==> config.mk <==
export PLATFORM = sky130hd
export DESIGN_NAME = pipeline_stall_controller
export DESIGN_NICKNAME = d
export VERILOG_FILES = /design/src/rtl/pipe_ctrl_pkg.sv /design/src/rtl/pipeline_stall_controller_hazard_match.sv /design/src/rtl/pipeline_stall_controller.sv
export SDC_FILE = /design/constraint.sdc
export NUM_CORES = 1
export LEC_CHECK = 0
export CAP_MARGIN = 25
export CORE_ASPECT_RATIO = 0.9
export CORE_MARGIN = 2
export CORE_UTILIZATION = 32
export DETAILED_ROUTE_END_ITERATION = 16
export PLACE_DENSITY = 0.9
export SYNTH_ARGS = -nofsm -noshare
export SYNTH_HDL_FRONTEND = slang
export SYNTH_SLANG_ARGS = --single-unit
==> constraint.sdc <==
create_clock -name Clk -period 4.1 [get_ports Clk]
set_clock_uncertainty 0.15 [all_clocks]
set_input_delay 0.82 -clock Clk [delete_from_list [all_inputs] [get_ports Clk]]
set_output_delay 0.82 -clock Clk [all_outputs]
set_load 0.05 [all_outputs]
==> src/rtl/pipe_ctrl_pkg.sv <==
// Shared types and constants for the pipeline sequencing controller and decode.
// Holds the controller state type, default stall counts and opcode constants.
package pipe_ctrl_pkg;

    typedef enum logic {
        RUN   = 1'b0,
        STALL = 1'b1
    } ctrl_state_e;

    localparam int LOAD_USE_STALLS_DEF        = 1;
    localparam int ALU_BRANCH_STALLS_DEF      = 1;
    localparam int LOAD_BRANCH_EX_STALLS_DEF  = 2;
    localparam int LOAD_BRANCH_MEM_STALLS_DEF = 1;

    localparam logic [5:0] OP_LW  = 6'h23;
    localparam logic [5:0] OP_LH  = 6'h21;
    localparam logic [5:0] OP_LB  = 6'h20;
    localparam logic [5:0] OP_BEQ = 6'h04;
    localparam logic [5:0] OP_BNE = 6'h05;

    function automatic int max4(input int a, input int b, input int c, input int d);
        int m;
        m = a;
        if (b > m) m = b;
        if (c > m) m = c;
        if (d > m) m = d;
        return m;
    endfunction

    // The counter must hold any stall count up to and including the largest one.
    function automatic int cnt_width(input int max_stalls);
        int w;
        w = $clog2(max_stalls + 1);
        return (w < 1) ? 1 : w;
    endfunction

endpackage

==> src/rtl/pipeline_stall_controller_hazard_match.sv <==
// Combinational hazard matcher: compares ID sources against EX/MEM destinations
// and returns how many stall cycles the ID instruction needs.
module hazard_match
    import pipe_ctrl_pkg::*;
#(
    parameter int REG_W                  = 5,
    parameter int CNT_W                  = 2,
    parameter int LOAD_USE_STALLS        = LOAD_USE_STALLS_DEF,
    parameter int ALU_BRANCH_STALLS      = ALU_BRANCH_STALLS_DEF,
    parameter int LOAD_BRANCH_EX_STALLS  = LOAD_BRANCH_EX_STALLS_DEF,
    parameter int LOAD_BRANCH_MEM_STALLS = LOAD_BRANCH_MEM_STALLS_DEF
) (
    input  logic [REG_W-1:0] rs,
    input  logic [REG_W-1:0] rt,
    input  logic             uses_rt,
    input  logic             branch,
    input  logic [REG_W-1:0] ex_dst,
    input  logic             ex_reg_write,
    input  logic             ex_mem_read,
    input  logic [REG_W-1:0] mem_dst,
    input  logic             mem_reg_write,
    input  logic             mem_mem_read,
    output logic [CNT_W-1:0] stalls_needed
);

    logic ex_match;
    logic mem_match;

    // Register $0 is hardwired, so a write to it never produces a hazard.
    always_comb begin
        ex_match  = ex_reg_write && (ex_dst != '0) &&
                    ((ex_dst == rs) || (uses_rt && (ex_dst == rt)));
        mem_match = mem_reg_write && (mem_dst != '0) &&
                    ((mem_dst == rs) || (uses_rt && (mem_dst == rt)));

        stalls_needed = '0;
        if (branch) begin
            if (ex_match && ex_mem_read) begin
                stalls_needed = CNT_W'(LOAD_BRANCH_EX_STALLS);
            end else if (ex_match) begin
                stalls_needed = CNT_W'(ALU_BRANCH_STALLS);
            end else if (mem_match && mem_mem_read) begin
                stalls_needed = CNT_W'(LOAD_BRANCH_MEM_STALLS);
            end
        end else if (ex_match && ex_mem_read) begin
            stalls_needed = CNT_W'(LOAD_USE_STALLS);
        end
    end

endmodule

==> src/rtl/pipeline_stall_controller.sv <==
// Counted stall/flush/freeze sequencer for the 5-stage MIPS pipeline.
// Define HAZARD_PERF_CNT_EN to build the saturating stall/flush performance counters.
module pipeline_stall_controller
    import pipe_ctrl_pkg::*;
#(
    parameter int REG_W                  = 5,
    parameter int LOAD_USE_STALLS        = LOAD_USE_STALLS_DEF,
    parameter int ALU_BRANCH_STALLS      = ALU_BRANCH_STALLS_DEF,
    parameter int LOAD_BRANCH_EX_STALLS  = LOAD_BRANCH_EX_STALLS_DEF,
    parameter int LOAD_BRANCH_MEM_STALLS = LOAD_BRANCH_MEM_STALLS_DEF,
    parameter int PERF_W                 = 32
) (
    input  logic              Clk,
    input  logic              Reset_n,
    input  logic [REG_W-1:0]  IF_IDRs,
    input  logic [REG_W-1:0]  IF_IDRt,
    input  logic              IF_IDUsesRt,
    input  logic              IF_IDBranch,
    input  logic              BranchTaken,
    input  logic [REG_W-1:0]  ID_EXDst,
    input  logic              ID_EXRegWrite,
    input  logic              ID_EXMemRead,
    input  logic [REG_W-1:0]  EX_MEMDst,
    input  logic              EX_MEMRegWrite,
    input  logic              EX_MEMMemRead,
    input  logic              MemBusy,
    output logic              PCWrite,
    output logic              IF_IDWrite,
    output logic              IF_IDFlush,
    output logic              ID_EXStall,
    output logic              PipeHold,
    output logic [PERF_W-1:0] StallCycles,
    output logic [PERF_W-1:0] FlushCount
);

    localparam int MAX_STALLS = max4(LOAD_USE_STALLS, ALU_BRANCH_STALLS,
                                     LOAD_BRANCH_EX_STALLS, LOAD_BRANCH_MEM_STALLS);
    localparam int CNT_W = cnt_width(MAX_STALLS);

    ctrl_state_e      state_q, state_d;
    logic [CNT_W-1:0] cnt_q, cnt_d;
    logic [CNT_W-1:0] stalls_needed;

    logic pc_write;
    logic if_id_write;
    logic if_id_flush;
    logic id_ex_stall;
    logic pipe_hold;

    hazard_match #(
        .REG_W                  (REG_W),
        .CNT_W                  (CNT_W),
        .LOAD_USE_STALLS        (LOAD_USE_STALLS),
        .ALU_BRANCH_STALLS      (ALU_BRANCH_STALLS),
        .LOAD_BRANCH_EX_STALLS  (LOAD_BRANCH_EX_STALLS),
        .LOAD_BRANCH_MEM_STALLS (LOAD_BRANCH_MEM_STALLS)
    ) u_hazard_match (
        .rs            (IF_IDRs),
        .rt            (IF_IDRt),
        .uses_rt       (IF_IDUsesRt),
        .branch        (IF_IDBranch),
        .ex_dst        (ID_EXDst),
        .ex_reg_write  (ID_EXRegWrite),
        .ex_mem_read   (ID_EXMemRead),
        .mem_dst       (EX_MEMDst),
        .mem_reg_write (EX_MEMRegWrite),
        .mem_mem_read  (EX_MEMMemRead),
        .stalls_needed (stalls_needed)
    );

    always_ff @(posedge Clk or negedge Reset_n) begin
        if (!Reset_n) begin
            state_q <= RUN;
            cnt_q   <= '0;
        end else begin
            state_q <= state_d;
            cnt_q   <= cnt_d;
        end
    end

    // MemBusy freezes everything (a pending flush simply reappears once it drops),
    // then the counted stall, then the taken-branch flush.
    always_comb begin
        state_d     = state_q;
        cnt_d       = cnt_q;
        pc_write    = 1'b1;
        if_id_write = 1'b1;
        if_id_flush = 1'b0;
        id_ex_stall = 1'b0;
        pipe_hold   = 1'b0;

        if (MemBusy) begin
            pipe_hold   = 1'b1;
            pc_write    = 1'b0;
            if_id_write = 1'b0;
        end else if (state_q == STALL) begin
            pc_write    = 1'b0;
            if_id_write = 1'b0;
            id_ex_stall = 1'b1;
            cnt_d       = cnt_q - CNT_W'(1);
            if (cnt_q == CNT_W'(1)) begin
                state_d = RUN;
            end
        end else if (stalls_needed != '0) begin
            pc_write    = 1'b0;
            if_id_write = 1'b0;
            id_ex_stall = 1'b1;
            cnt_d       = stalls_needed - CNT_W'(1);
            state_d     = (stalls_needed > CNT_W'(1)) ? STALL : RUN;
        end else if (IF_IDBranch && BranchTaken) begin
            if_id_flush = 1'b1;
        end
    end

    // Reset forces the outputs directly so a stall is abandoned without waiting for a clock.
    assign PCWrite    = Reset_n & pc_write;
    assign IF_IDWrite = Reset_n & if_id_write;
    assign IF_IDFlush = Reset_n & if_id_flush;
    assign ID_EXStall = ~Reset_n | id_ex_stall;
    assign PipeHold   = Reset_n & pipe_hold;

`ifdef HAZARD_PERF_CNT_EN
    logic [PERF_W-1:0] stall_cycles_q, stall_cycles_d;
    logic [PERF_W-1:0] flush_count_q, flush_count_d;

    always_comb begin
        stall_cycles_d = stall_cycles_q;
        flush_count_d  = flush_count_q;
        if (!MemBusy && id_ex_stall && (stall_cycles_q != '1)) begin
            stall_cycles_d = stall_cycles_q + PERF_W'(1);
        end
        if (!MemBusy && if_id_flush && (flush_count_q != '1)) begin
            flush_count_d = flush_count_q + PERF_W'(1);
        end
    end

    always_ff @(posedge Clk or negedge Reset_n) begin
        if (!Reset_n) begin
            stall_cycles_q <= '0;
            flush_count_q  <= '0;
        end else begin
            stall_cycles_q <= stall_cycles_d;
            flush_count_q  <= flush_count_d;
        end
    end

    assign StallCycles = stall_cycles_q;
    assign FlushCount  = flush_count_q;
`else
    assign StallCycles = '0;
    assign FlushCount  = '0;
`endif

endmodule

==> results of run 1 <==
-- sequential cells by signal, indices dropped and copies added, names as in the netlist --
signal and cells:
cnt_q 2, state_q 1
-- worst max-delay path, stage by stage --
cell	delay (ps)
clkdlybuf4s50_1	480
or4_1	560
o2111ai_2	190
a221oi_2	70
nor2_2	100
ha_2	200
nand2_1	70
nor3_2	150
and3_4	220
buf_12	130
-- how the worst max path moves through the flow --
stage,from,end,slack [ps]
2_1_floorplan,ID_EXDst[4],IF_IDFlush,-190
3_3_place_gp,ID_EXDst[4],ID_EXStall,-20
3_5_place_dp,ID_EXDst[4],ID_EXStall,-80
4_1_cts,EX_MEMDst[0],IF_IDFlush,40
5_1_grt,EX_MEMDst[0],IF_IDFlush,10
6_report,EX_MEMDst[0],IF_IDFlush,130
-- placed cells by master, fill, tap and decap left out, types with 2 or more instances in the layout --
cell type,n
and3_4,2
buf_12,4
buf_4,10
clkbuf_4,3
clkdlybuf4s50_1,27
conb_1,64
dfrtp_1,3
dlygate4sd2_1,3
nand2_1,5
nand3_1,3
nand4_1,2
nor2b_1,2
nor3_1,2
xnor2_1,13
xor2_1,8
-- where the power goes --
part	switching (mW)	internal, mW
logic	0.186	0.0750
registers	0.00985	0.0400
clock network	0.0156	0.0365
total	0.211	0.151
-- stage by stage --
step / std cells / setup WS [ps]
after floorplan: 192 / -187
after detailed placement: 209 / -76.3
final: 216 / 131
after global routing: 216 / 9.91
after global placement: 209 / -17.0
after CTS: 216 / 40.2
-- cells by family (layout without fill, tap and decap cells) --
family                   count (synthesis)  in the layout
XOR/XNOR                                21             21
adder cells (fa/ha/maj)                  2              2
AND/OR/NAND/NOR                         24             24
buffers and inverters                   67             49
AO/OA/AOI/OAI                           11             11
flip-flops                               3              3
other                                    1             64
-- per-layer routing --
| layer | up-vias | global-route usage |
|---|---|---|
| met5 | - | 0 |
| met4 | 0 | 0.0476 |
| li1 | 392 | - |
| met1 | 354 | 0.0982 |
| met3 | 4 | 0.0276 |
| met2 | 53 | 0.193 |
-- area by class of cell --
| class | instances | area (µm²) | area share |
|---|---|---|---|
| clock buffers | 4 | 26.3 | 0.0199 |
| well taps | 42 | 52.6 | 0.0399 |
| repair buffers | 44 | 452 | 0.343 |
| multi-input cells | 122 | 708 | 0.538 |
| inverters | 1 | 3.75 | 0.00285 |
| flip-flops and latches | 3 | 75.1 | 0.0570 |
-- what timing repair did --
| item | in CTS | in global routing |
|---|---|---|
| endpoints found under the setup margin | 2 | 3 |
| cloned | 0 | 0 |
| resized for setup | 8 | 2 |
| buffers inserted | 3 | 0 |
| pin swaps | 6 | 1 |
==> results.md, run 1 <==
- Die Wd: 63.1 µm
- FF-to-FF End: cnt_q[0]
- Clock network latency to the later pin of the worst-skew pair: 240 ps
- DR vias/cell: 3.72
- Final Cell Area: 0.00132 mm²
- Total clock sinks: 3
- Synth top area cells: buf_4 48%, xnor2_1 11%, dfrtp_1 7.5%
- Hold_ws: 409 ps
- Synth warn: 0
- Post-Syn Instances: 129
- Synth Register Bits: 3
- Mapped Area: 0.00101 mm²
- Crit Path Class: in2out
- Final Max Tran Viols: 0
- Final wirelength: 1850 µm
- Total power: ~0.36 mW
- Placed cell area: ~0.0012 mm²
- GRT overflow: 0
- Via Count: 803
- All-Layer GR Usage: 0.0997
- Mux share of post-synthesis cell area: 0
- Area delta synth->final: 30.8%
- Unrepaired setup endpoints after global routing: no
- First-pass GRT wire length: about 2800 µm
- TNS Setup: 0 ps
- Total CTS buffers: 3
- Remaining antenna violation count: 0
- Drt drc: 0
- H-tree levels: 1
- IO Count: 99
- Core area: 0.00302 mm²
- Clk root buf: clkbuf_4
- # rows: 19
- Ys flop type: dfrtp_1
- 1st-iter DRT viols: 11
- Startpoint types: primary input
- Final #Nets: just over 200
- Final setup viols: 0
- Outcome: complete, no violations
- Fillcell total: 315
- Simple-gate share of the synthesized area: 0.135
- Top-count cell post-synth: buf_4
- R2R Path Start: state_q
- Min-Delay Path Depth: 2
- Tcrit/Tclk final: 0.968
- Distinct cell type count after synthesis: 32
- Largest family of logic cells by synthesized area: buffers and inverters
- Synth Area in XOR/XNOR: 0.183
- Crit end category: output pin
- Clk buf depth: 2
- Post-synthesis sequential area ratio: 0.0745
- Maximum clock rate: about 0.25 GHz
- Cts hold-fix bufs: 0
- Max IR drop VDD: 0.105 mV
- Synth cell count leaders: 65 x buf_4, 13 x xnor2_1, 8 x xor2_1
- R2R depth: 2
- Vias in the first global route: 717
- Port Buffer Count: 34
- Largest net degree at the start of global routing: 10
- Compound-Gate Fraction of Synth Area: 0.0870
- CTS tree: done
- DR WL met2: roughly 1000 µm
- Power per cell area: 275 mW/mm²
- Syn_area_per_cell: 7.81 µm²
- MaxCap Viol Count: 0
- Die ar.: about 0.0036 mm²
- Post-synth top area cell: buf_4
- M1 WL: 604 µm
- Minimum clock period: 3970 ps
- Starting Density: 0.334
- Req. time, crit path: 3130 ps
- Worst-path fanout max: 4
- Clk slew on worst S/H paths: 40 ps
- DR WL/cell: around 8.6 µm
- R2r setup slk: 2860 ps
- Hold Crit Endpoint: cnt_q[1]
- Adder-cell share of the synthesized area: 0.0248
- Final core occ: 0.436
- Initial antenna violation count: 0
- Synth top area share: 0.484
- Initial DRT Pass Iterations: 2
- Crit path DAT: 3000 ps
- Hold crit path type: reg2reg
- Top routing layer in use: met4
- Post-synth EDFFs: 0
- Leakage: 0.607 nW
- Hold Fails Final Rpt: 0
- Min-delay src: cnt_q[1]
- Met3 Wirelength: about 200 µm
- Routability cong.: 0.700
- Die Height: 57.2 µm
- Ys async rst share: 1.00
- Inserted Diodes: 0
- DPL Wire Length: 1650 µm
- Share of layout cells above drive strength 1: 0.161
Power figures use the tool's default switching activity.
==> run 2, diff against run 1 <==
--- a/config.mk
+++ b/config.mk
@@ -6,7 +6,7 @@
 export NUM_CORES = 1
 export LEC_CHECK = 0
 export CAP_MARGIN = 25
-export CORE_ASPECT_RATIO = 0.9
+export CORE_ASPECT_RATIO = 0.5
 export CORE_MARGIN = 2
 export CORE_UTILIZATION = 32
 export DETAILED_ROUTE_END_ITERATION = 16
==> results.md, run 2 (synthesized netlist as in run 1, its figures left out) <==
- Share of layout cells above drive strength 1: 0.156
- Port Buffer Count: 34
- Die Wd: 83.3 µm
- Min-delay src: state_q
- Cts hold-fix bufs: 0
- Commonest non-fill, non-tap cell in the layout: conb_1
- Crit end category: output pin
- Die Height: 43.7 µm
- Tcrit/Tclk final: 0.977
- Initial DRT Pass Iterations: 3
- CTS tree: done
- Area delta synth->final: 33.0%
- Crit Path Class: in2out
- Clock network latency to the later pin of the worst-skew pair: between 200 and 250 ps
- Via Count: just over 800
- Largest regs: cnt_q: 2 flops, state_q: 1 flops
- Fillcell total: 279
- Worst-path fanout max: 4
- # rows: 14
- Leakage: 0.640 nW
- Final #Nets: 206
- Reg with most FFs: cnt_q
- DPL Wire Length: 1860 µm
- Largest net degree at the start of global routing: 10
- Total clock sinks: 3
- Hold_ws: roughly 420 ps
- Hold crit path type: reg2reg
- DR WL/cell: approximately 10 µm
- Most frequent cells in the layout: 64 x conb_1, 26 x clkdlybuf4s50_1, 13 x xnor2_1
- Req. time, crit path: 3130 ps
- Dpl ws: -35.5 ps
- Power per cell area: 299 mW/mm²
- GRT overflow: 0
- Starting Density: 0.336
- 1st-iter DRT viols: 13
- MaxCap Viol Count: 0
- Final wirelength: 2190 µm
- Core area: between 0.002 and 0.003 mm²
- Hold Fails Final Rpt: 0
- Clk slew on worst S/H paths: 30 ps
- Routability cong.: 0.759
- Remaining antenna violation count: 0
- Total CTS buffers: 3
- All-Layer GR Usage: 0.103
- R2R Path Start: state_q
- Initial antenna violation count: 0
- Drt drc: 0
- DR vias/cell: 3.79
- First-pass GRT wire length: 2970 µm
- Minimum clock period: 4000 ps
- Final setup viols: 0
- Maximum clock rate: between 0.2 and 0.25 GHz
- Reg area: 75.1 µm²
- Area of the multi-input gates: 708 µm²
- Vias in the first global route: 709
- Die ar.: 0.00364 mm²
- R2r setup slk: 2820 ps
- Max FFs per register: 2
- Unrepaired setup endpoints after global routing: no
- Crit path DAT: about 3000 ps
- Final Cell Area: 0.00134 mm²
- Final worst slack: 95.9 ps
- Outcome: complete, no violations
- Placed cell area: ~0.0012 mm²
- Final Max Tran Viols: 0
- Clk root buf: clkbuf_8
- Max IR drop VDD: 0.123 mV
- IO Count: 99
- Startpoint types: primary input
- Inserted Diodes: 0
- H-tree levels: 1
- Critical path origin: EX_MEMDst[2]
- Clk buf depth: 2
run 2: changes by cell type in the layout (fill, tap and decap cells not counted), sizes merged:
cell,previous run,this run
buf,14,13
clkdlybuf4s50,27,26
dlygate4sd2,3,0
dlymetal6s2s,0,4
run 2: per-stage QoR:
stage,power [mW],instances,util,TNS (ps)
after global routing,0.423,213,0.447,0
final,0.401,213,0.447,0
after global placement,0.303,208,0.416,0
after CTS,0.400,212,0.433,0
after floorplan,0.289,192,-,-187
after detailed placement,0.310,208,0.416,-35.5
run 2: metal layers:
metal | up-vias | track usage | part of all wire
met3 | 6 | 0.0229 | 0.083
met2 | 45 | 0.210 | 0.55
met4 | 0 | 0.0623 | 0.027
met1 | 370 | 0.0995 | 0.34
li1 | 387 | - | -
met5 | - | 0 | 0
run 2: final cells by class:
type / instances / share of cell area
Multi-Input combinational cell: 122 / 0.528
Timing Repair Buffer: 43 / 0.342
Sequential cell: 3 / 0.0560
Tap cell: 40 / 0.0373
Clock buffer: 4 / 0.0336
Inverter: 1 / 0.00280
run 2: path summary, 6_finish.rpt:
kind | to | cells after the start
max in group asynchronous | cnt_q[0] | 1
hold / removal | cnt_q[1] | 1
min in group asynchronous | cnt_q[1] | 1
setup / recovery | IF_IDFlush | 10
hold reg to reg | cnt_q[1] | 1
setup reg to reg | cnt_q[0] | 2
run 2: power breakdown:
part           total, mW  internal (mW)  switching, mW
Sequential        0.0502         0.0400         0.0101
Combinational      0.264         0.0753          0.189
Clock             0.0867         0.0663         0.0203
Total              0.401          0.182          0.219
run 2: repair_timing:
item | in CTS | in global routing
endpoints found under the setup margin | 2 | 4
gates resized for setup | 1 | 10
setup buffers | 0 | 1
pin swaps | 1 | 5
run 2: worst max-delay path: stages:
cell,delay [ps]
clkdlybuf4s50_1,480
or4_1,520
o2111ai_2,200
a221oi_2,70
nor2_2,90
ha_2,200
nand2_1,70
nor3_2,230
and3_4,220
buf_12,130
